<file path="config.mk">
export PLATFORM = sky130hd
export DESIGN_NAME = non_restoring_divider
export DESIGN_NICKNAME = d
export VERILOG_FILES = /design/src/rtl/divider_pkg.sv /design/src/rtl/non_restoring_divider.sv
export SDC_FILE = /design/constraint.sdc
export NUM_CORES = 1
export LEC_CHECK = 0
export ABC_AREA = 1
export BUFFER_PORTS_ARGS = -buffer_cell sky130_fd_sc_hd__buf_4
export CORE_MARGIN = 3
export CORE_UTILIZATION = 30
export CTS_CLUSTER_SIZE = 14
export DETAILED_ROUTE_END_ITERATION = 8
export PLACE_DENSITY = 0.45
export SYNTH_ARGS = -nofsm -noshare
export SYNTH_HDL_FRONTEND = slang
export SYNTH_SLANG_ARGS = --single-unit
</file>
<file path="constraint.sdc">
create_clock -name clk_i -period 5.05 [get_ports clk_i]
set_input_delay 0.2525 -clock clk_i [delete_from_list [all_inputs] [get_ports clk_i]]
set_output_delay 0.2525 -clock clk_i [all_outputs]
set_load 0.1 [all_outputs]
</file>
<file path="src/rtl/divider_pkg.sv">
// Shared types and defaults for the non-restoring divider.
// Holds the FSM state encoding and the default operand width.
package divider_pkg;

  localparam int DEFAULT_DATA_WIDTH = 32;

  typedef enum logic [2:0] {
    ST_IDLE,
    ST_PREPARE,
    ST_DIVIDE,
    ST_RESTORE,
    ST_VALID
  } div_state_t;

endpackage

</file>
<file path="src/rtl/non_restoring_divider.sv">
// Iterative non-restoring divider; result DATA_WIDTH+3 enabled cycles after capture (2 for /0).
// No backpressure: operands are taken only in IDLE, clk_en_i low freezes everything.
module non_restoring_divider
  import divider_pkg::*;
#(
  parameter int DATA_WIDTH  = DEFAULT_DATA_WIDTH,
  parameter int SIGNED_MODE = 1
) (
  input  logic                  clk_i,
  input  logic                  rst_n_i,
  input  logic                  clk_en_i,
  input  logic                  valid_entry_i,
  input  logic [DATA_WIDTH-1:0] dividend_i,
  input  logic [DATA_WIDTH-1:0] divisor_i,
  output logic [DATA_WIDTH-1:0] quotient_o,
  output logic [DATA_WIDTH-1:0] remainder_o,
  output logic                  data_valid_o,
  output logic                  busy_o,
  output logic                  divide_by_zero_o
);

  localparam int W   = DATA_WIDTH;
  localparam int CW  = (W > 1) ? $clog2(W) : 1;
  localparam bit SGN = (SIGNED_MODE != 0);

  div_state_t     state_q, state_d;
  logic [W-1:0]   dividend_q;
  logic [W-1:0]   divisor_q;   // raw on capture, magnitude after PREPARE
  logic [W-1:0]   quo_q;       // |dividend| shifting out, quotient shifting in
  logic [W:0]     prem_q;
  logic [W-1:0]   rem_q;
  logic [CW-1:0]  cnt_q;
  logic           q_neg_q;
  logic           r_neg_q;
  logic           dbz_q;

  logic           dvd_neg, dvs_neg, dvs_zero;
  logic [W-1:0]   dvd_abs, dvs_abs;
  logic [W:0]     prem_shift, prem_next;
  logic [W-1:0]   rem_fix, q_signed, r_signed;

  assign dvd_neg  = SGN && dividend_q[W-1];
  assign dvs_neg  = SGN && divisor_q[W-1];
  assign dvd_abs  = dvd_neg ? (~dividend_q + 1'b1) : dividend_q;
  assign dvs_abs  = dvs_neg ? (~divisor_q + 1'b1) : divisor_q;
  assign dvs_zero = (divisor_q == '0);

  // Partial remainder wraps modulo 2^(W+1); the add/sub always lands back in range.
  assign prem_shift = {prem_q[W-1:0], quo_q[W-1]};
  assign prem_next  = prem_q[W] ? (prem_shift + {1'b0, divisor_q})
                                : (prem_shift - {1'b0, divisor_q});

  assign rem_fix  = prem_q[W] ? (prem_q[W-1:0] + divisor_q) : prem_q[W-1:0];
  assign q_signed = q_neg_q ? (~quo_q + 1'b1) : quo_q;
  assign r_signed = r_neg_q ? (~rem_fix + 1'b1) : rem_fix;

  always_ff @(posedge clk_i or negedge rst_n_i) begin
    if (!rst_n_i) begin
      state_q <= ST_IDLE;
    end else begin
      state_q <= state_d;
    end
  end

  always_comb begin
    state_d = state_q;
    if (clk_en_i) begin
      case (state_q)
        ST_IDLE:    if (valid_entry_i) state_d = ST_PREPARE;
        ST_PREPARE: state_d = dvs_zero ? ST_VALID : ST_DIVIDE;
        ST_DIVIDE:  if (cnt_q == CW'(W - 1)) state_d = ST_RESTORE;
        ST_RESTORE: state_d = ST_VALID;
        ST_VALID:   state_d = ST_IDLE;
        default:    state_d = ST_IDLE;
      endcase
    end
  end

  always_ff @(posedge clk_i or negedge rst_n_i) begin
    if (!rst_n_i) begin
      dividend_q       <= '0;
      divisor_q        <= '0;
      quo_q            <= '0;
      prem_q           <= '0;
      rem_q            <= '0;
      cnt_q            <= '0;
      q_neg_q          <= 1'b0;
      r_neg_q          <= 1'b0;
      dbz_q            <= 1'b0;
      quotient_o       <= '0;
      remainder_o      <= '0;
      data_valid_o     <= 1'b0;
      busy_o           <= 1'b0;
      divide_by_zero_o <= 1'b0;
    end else if (clk_en_i) begin
      data_valid_o     <= 1'b0;
      divide_by_zero_o <= 1'b0;
      case (state_q)
        ST_IDLE: begin
          if (valid_entry_i) begin
            dividend_q <= dividend_i;
            divisor_q  <= divisor_i;
            busy_o     <= 1'b1;
          end
        end
        ST_PREPARE: begin
          q_neg_q <= dvd_neg ^ dvs_neg;
          r_neg_q <= dvd_neg;
          dbz_q   <= dvs_zero;
          prem_q  <= '0;
          cnt_q   <= '0;
          if (dvs_zero) begin
            quo_q <= '1;
            rem_q <= dividend_q;
          end else begin
            quo_q     <= dvd_abs;
            divisor_q <= dvs_abs;
          end
        end
        ST_DIVIDE: begin
          prem_q <= prem_next;
          quo_q  <= {quo_q[W-2:0], ~prem_next[W]};
          cnt_q  <= cnt_q + 1'b1;
        end
        ST_RESTORE: begin
          quo_q <= q_signed;
          rem_q <= r_signed;
        end
        ST_VALID: begin
          quotient_o       <= quo_q;
          remainder_o      <= rem_q;
          data_valid_o     <= 1'b1;
          divide_by_zero_o <= dbz_q;
          busy_o           <= 1'b0;
        end
        default: ;
      endcase
    end
  end

endmodule

</file>
==> results of run 1 <==
-- metal layers --
metal | share of wire [%] | routed length (um) | global-route usage [%] | up-vias
met2 | 47 | 31520 | 35.85 | 371
met3 | 3.5 | 2370 | 2.154 | 94
li1 | - | - | - | 9356
met1 | 47 | 31380 | 28.42 | 8570
met4 | 2.7 | 1791 | 5.188 | 0
met5 | 0 | 0 | 0 | -
-- final cells by class --
cell class	instances	area [um2]	area share (%)
Tap cell	773	967.2	4.445
Clock inverter	14	240.2	1.104
Clock buffer	44	934.6	4.296
Inverter	390	1468	6.745
Sequential cell	239	5982	27.49
Multi-Input combinational cell	2057	10290	47.29
Timing Repair Buffer	224	1877	8.626
-- synthesized netlist by cell type, types with 11 or more instances --
cell	instances
nand2_1	819
inv_1	375
nor2_1	256
o21ai_0	252
dfrtp_1	239
nand3_1	181
a21oi_1	159
ha_1	70
clkbuf_1	65
xor2_1	53
nand4_1	32
o21ai_1	23
a31oi_1	21
nor3_1	21
o22ai_1	19
a32oi_1	14
o211ai_1	14
nor4_1	13
buf_2	11
inv_2	11
-- kinds of logic after synthesis --
group / count (synthesis) / synth area share [%]
xor gates and xnor gates: 59 / 2.857
buffers and inverters: 482 / 10.31
and+or+nand+nor: 1372 / 31.67
muxes: 2 / 0.1245
AOI/OAI and AO/OA: 552 / 16.91
DFF: 239 / 33.06
adders and majority gates: 72 / 5.063
-- layout by cell type (no fill, tap or decap), types with 19 or more instances in the layout --
cell           count
nand2_1          819
nor2_1           255
nand3_1          179
dlygate4sd3_1     65
buf_4            156
a21oi_1          159
a31oi_1           21
o21ai_0          252
o22ai_1           19
dfrtp_1          238
ha_1              70
clkbuf_16         31
xor2_1            53
o21ai_1           21
nor3_1            21
inv_1            375
nand4_1           32
-- worst max-delay path: cells and delay by family (launching register included) --
kind / cells / cell delay (ns)
AO/OA/AOI/OAI: 4 / 0.56
XOR/XNOR: 1 / 0.21
adder cells (fa/ha/maj): 2 / 0.66
buffers and inverters: 2 / 0.18
flip-flops: 1 / 0.47
AND/OR/NAND/NOR: 15 / 2.35
-- worst max-delay path by stage --
| stage | startpoint | end | slack, ns | cells after the start |
|---|---|---|---|---|
| finish | divisor_q[1]$_DFFE_PN0P_ | quo_q[0]$_DFFE_PN0P_ | 0.52 | 24 |
| global route | divisor_q[1]$_DFFE_PN0P_ | quo_q[0]$_DFFE_PN0P_ | 0.07 | 24 |
| CTS | divisor_q[1]$_DFFE_PN0P_ | quo_q[0]$_DFFE_PN0P_ | 0.28 | 24 |
| detailed placement | divisor_q[1]$_DFFE_PN0P_ | quo_q[0]$_DFFE_PN0P_ | 0.32 | 24 |
| global placement | divisor_q[1]$_DFFE_PN0P_ | quo_q[0]$_DFFE_PN0P_ | 0.40 | 24 |
| floorplan | prem_q[32]$_DFFE_PN0P_ | prem_q[26]$_DFFE_PN0P_ | 1.38 | 22 |
-- stage by stage --
step	hold slack [ns]	power [mW]
after floorplan	-0.04309	11.62
after global placement	0.3410	14.82
after detailed placement	0.3321	14.87
after CTS	0.03486	17.52
after global routing	0.09253	18.99
final	0.07790	17.40
-- flip-flops by register name, summed over array words and instances (netlist names), 3 cells and up --
| signal | cells |
|---|---|
| rem_q | 32 |
| remainder_o | 32 |
| state_q | 3 |
| divisor_q | 32 |
| dividend_q | 32 |
| cnt_q | 5 |
| quo_q | 32 |
| quotient_o | 32 |
| prem_q | 33 |
-- where the power goes --
group | switching, mW | internal, mW | total, mW
logic | 7.88 | 3.18 | 11.1
registers | 1.00 | 2.81 | 3.82
clock network | 0.925 | 1.59 | 2.51
-- timing repair --
action,4_1_cts,5_1_grt
hold endpoints to repair,154,0
hold buffers,65,0
gates resized for setup,0,1
endpoints found under the setup margin,0,1
buffers inserted,0,0
==> flow_metrics.env, run 1 <==
export IMPL_cts_tree="yes"
export IMPL_port_buffers=134
export IMPL_path_cells="inv_1, ha_1, nand3_4, nor3_4, nand2_2, nor2_4, nand4_1, nor2_1, nand4_1, nor2_1, nand3_1, nand3_1, o21ai_0, ha_1, nand2_1, nor2_1, inv_1, nor4_2, o21ai_0, and2_0, o21a_1, xor2_1, nand2_1, a22oi_1"
export IMPL_drv_slew=0
export IMPL_stdcell_count=3741
export IMPL_finalHoldViolations=0
export IMPL_async_reset_ff_share_pct=100.0
export IMPL_synthFlopType="dfrtp_1"
export IMPL_clockBufferDepth=3
export IMPL_grt_pass1_wl_mm=104.6
export IMPL_drive_gt1_share_pct=9.434
export IMPL_final_area_um2=21760
export IMPL_hold_start="clk_en_i"
export IMPL_reg2reg_setup_slack_ns=0.52
export IMPL_synth_area_top_cells="dfrtp_1 33%, nand2_1 17%, inv_1 7.8%"
export IMPL_synth_avg_cell_area_um2=6.512
export IMPL_nFillCells=6483
export IMPL_drtIter0Drc=1062
export IMPL_crit_arrival_ns=5.04
export IMPL_first_pass_iters=8
export IMPL_synth_edf_count=0
export IMPL_setup_viol=0
export IMPL_start_util_pct=30.48
export IMPL_grt_pass1_vias=18040
export IMPL_die_y_um=251.6
export IMPL_clock_latency_ns=0.61
export IMPL_rsz0062_at_grt="false"
export IMPL_netlist_cell_type_count=62
export IMPL_cts_sinks=239
export IMPL_dr_total_vias=18390
export IMPL_hpwl_mm=52.86
export IMPL_worstReg2RegEnd="quo_q[0]$_DFFE_PN0P_"
export IMPL_fmax_mhz=220.9
export IMPL_worst_setup_path_type="flop to flop"
export IMPL_yosys_area_top_type="dfrtp_1"
export IMPL_overflow=0
export IMPL_fin_setup_tns_ns=0
export IMPL_cp_required_ns=5.56
export IMPL_wl_mm=67.07
export IMPL_cp_slowest_stage_delay_ns=0.47
export IMPL_ant_nets=0
export IMPL_grt_max_degree=100
export IMPL_placed_area_um2=19930
export IMPL_rr_worst_depth=24
export IMPL_status="complete, no violations"
export IMPL_path_max_fanout=6
export IMPL_ioPinCount=135
export IMPL_slew_headroom_pct=43.00
export IMPL_core_um2=59350
export IMPL_min_path_type="input port to flop"
export IMPL_maxCapViolCount=0
export IMPL_ys_seq_elements=239
export IMPL_worst_slack_ns=0.5225
export IMPL_cts_root_buf="clkbuf_16"
export IMPL_grtUsageTotal_pct=20.95
export IMPL_crit_slowest_cell="dfrtp_1"
export IMPL_skew_ns=0.02193
export IMPL_period_minus_slack_ns=4.528
export IMPL_ys_warn_count=0
export IMPL_rr_startpoint="divisor_q[1]$_DFFE_PN0P_"
export IMPL_tightestPinTransition_ns=0.8550
export IMPL_postSynthCellCount=2778
export IMPL_utilization_pct=36.66
export IMPL_crit_top_cell="nor2_1"
export IMPL_synth_area_um2=18090
export IMPL_leakage_nw=11.04
export IMPL_drc=0
export IMPL_clk_pin_slew_ns=0.06
export IMPL_nets=3083
export IMPL_place_inst=3618
export IMPL_drt_vias_per_instance=4.916
export IMPL_antenna_found_initial=0
export IMPL_min_to="data_valid_o$_DFFE_PN0P_"
export IMPL_die_w_um=251.6
export IMPL_synth_seq_area_share_pct=33.06
export IMPL_post_place_ws_ns=0.3207
export IMPL_cts_buffers=31
export IMPL_setup_worst_path_start_class="flop"
export IMPL_diodes=0
export IMPL_htree_levels=1
export IMPL_endpoint_kind="flop"
export IMPL_irDropWorstVdd_v=0.0003542
export IMPL_powerDensity_nw_per_um2=799.5
export IMPL_synth_nets=2918
export IMPL_holdPathStages=4
export IMPL_avgRoutedWirePerCell_um=17.93
export IMPL_num_rows=89
export IMPL_synth_top_cell_area_share_pct=33.06
export IMPL_place_gp_congestion=0.8907
export IMPL_post_route_period_util_pct=89.65
export IMPL_syn_to_final_growth_pct=20.28
export IMPL_die_area_um2=63280
Note: power is estimated with default switching activity, not from simulation.
==> run 2: changes to the inputs <==
RECOVER_POWER = 100   (was unset)
==> flow_metrics.env, run 2 (synthesis gave the netlist of run 1 again) <==
export IMPL_status="finished, violations left"
export IMPL_violations="max-capacitance violations, max-slew violations"
export IMPL_clk_pin_slew_ns=0.06
export IMPL_cts_setup_buffers=0
export IMPL_drc=0
export IMPL_die_w_um=251.6
export IMPL_drtIter0Drc=1051
export IMPL_num_rows=89
export IMPL_post_route_period_util_pct=93.56
export IMPL_diodes=0
export IMPL_regArea_um2=5982
export IMPL_port_buffers=134
export IMPL_htree_levels=1
export IMPL_clockBufferDepth=3
export IMPL_cts_sinks=239
export IMPL_maxCapViolCount=6
export IMPL_wl_mm=67.17
export IMPL_fin_setup_tns_ns=0
export IMPL_final_cell_mix="820 x nand2_1, 378 x inv_1, 258 x o21ai_0, 257 x nor2_1, 238 x dfrtp_1"
export IMPL_start_util_pct=30.48
export IMPL_hpwl_mm=52.86
export IMPL_fmax_mhz=211.6
export IMPL_syn_to_final_growth_pct=18.11
export IMPL_nFillCells=6565
export IMPL_path_max_fanout=32
export IMPL_setup_worst_path_start_class="flop"
export IMPL_finalHoldViolations=0
export IMPL_post_place_ws_ns=0.3207
export IMPL_antenna_found_initial=0
export IMPL_clock_latency_ns=0.61
export IMPL_nets=3083
export IMPL_multi_input_area_um2=10210
export IMPL_drv_slew=380
export IMPL_first_pass_iters=8
export IMPL_rsz0062_at_grt="false"
export IMPL_cts_tree="yes"
export IMPL_min_path_type="input port to flop"
export IMPL_die_area_um2=63280
export IMPL_worst_slack_ns=0.3252
export IMPL_powerDensity_nw_per_um2=802.2
export IMPL_ant_nets=0
export IMPL_avgRoutedWirePerCell_um=17.95
export IMPL_die_y_um=251.6
export IMPL_slew_headroom_pct=-125.3
export IMPL_skew_ns=0.02102
export IMPL_place_gp_congestion=0.8907
export IMPL_core_um2=59350
export IMPL_leakage_nw=10.74
export IMPL_setup_viol=0
export IMPL_drt_vias_per_instance=4.918
export IMPL_period_minus_slack_ns=4.725
export IMPL_crit_arrival_ns=5.21
export IMPL_grt_pass1_wl_mm=104.6
export IMPL_cts_root_buf="clkbuf_16"
export IMPL_top_register="prem_q"
export IMPL_dr_total_vias=18400
export IMPL_ioPinCount=135
export IMPL_drive_gt1_share_pct=6.368
export IMPL_layout_commonest_cell="nand2_1"
export IMPL_cp_required_ns=5.54
export IMPL_largest_reg_flops=33
export IMPL_endpoint_kind="flop"
export IMPL_grt_pass1_vias=18040
export IMPL_grt_max_degree=100
export IMPL_worst_setup_path_type="flop to flop"
export IMPL_overflow=0
export IMPL_grtUsageTotal_pct=20.95
export IMPL_tightestPinTransition_ns=3.379
export IMPL_cts_buffers=31
export IMPL_irDropWorstVdd_v=0.0003545
[run 2: cell count changes in the layout (fill, tap and decap cells not counted), moves of 2 or more]
| cell | delta |
|---|---|
| a21oi_2 | -7 |
| buf_4 | -77 |
| inv_2 | -3 |
| o21ai_0 | +6 |
| o21ai_1 | -4 |
| clkbuf_2 | +7 |
| inv_1 | +3 |
| a21oi_1 | +8 |
| clkbuf_1 | +72 |
| nand3_1 | +2 |
| nor2_1 | +2 |
[run 2: timing repair]
action                                  4_1_cts  5_1_grt
hold endpoints to repair                    154        0
endpoints found under the setup margin        0        1
gates resized for setup                       0        1
hold buffers                                 65        0
[run 2: worst max-delay path, cell delays in order, from the launching register on]
cell      delay, ns
dfrtp_1        0.43
nor2_1         0.55
inv_2          0.43
nor2_1         0.24
clkinv_1       0.10
o21ai_0        1.63
inv_2          0.68
o211ai_1       0.30
inv_1          0.06
a22oi_1        0.16
[run 2: routing by layer]
layer / vias up / part of all wire (%) / GRT usage, %
met3: 95 / 3.4 / 2.154
met4: 0 / 2.7 / 5.188
met5: - / 0 / 0
met1: 8543 / 47 / 28.42
li1: 9361 / - / -
met2: 398 / 47 / 35.85
[run 2: final timing paths]
check                                       startpoint                          to  slack (ns)  cells past startpoint
worst min-delay path                          clk_en_i    data_valid_o$_DFFE_PN0P_        0.03                      4
worst min register to register     q_neg_q$_DFFE_PN0P_         q_neg_q$_DFFE_PN0P_        0.48                      2
worst max-delay path            state_q[2]$_DFFE_PN0P_       quo_q[21]$_DFFE_PN0P_        0.33                      9
max in group asynchronous                      rst_n_i      prem_q[32]$_DFFE_PN0P_        0.95                      3
min in group asynchronous                      rst_n_i  remainder_o[1]$_DFFE_PN0P_        0.94                      2
worst max register to register  state_q[2]$_DFFE_PN0P_       quo_q[21]$_DFFE_PN0P_        0.33                      9
[run 2: power by group]
group,switching (mW),internal [mW]
clock network,0.928,1.59
registers,0.995,2.81
logic,7.86,2.95
[run 2: stage by stage]
step           util [%]  std cells  cell area [um2]  hold WS [ns]  power [mW]
2_1_floorplan         -       2778            18090      -0.04309       11.62
3_3_place_gp      33.57       3618            19930        0.3410       14.82
3_5_place_dp      33.57       3618            19930        0.3321       14.87
4_1_cts           36.65       3741            21750       0.03486       17.52
5_1_grt           36.00       3741            21370       0.04443       18.73
6_report          36.00       3741            21370       0.03261       17.14
[run 2: cell type report]
type / instances / share of cell area, %
sequential: 239 / 28.00
tap: 773 / 4.527
inverter: 390 / 6.858
timing repair buffer: 224 / 7.344
clock buffer: 44 / 4.375
multi-input combinational: 2057 / 47.77
clock inverter: 14 / 1.124
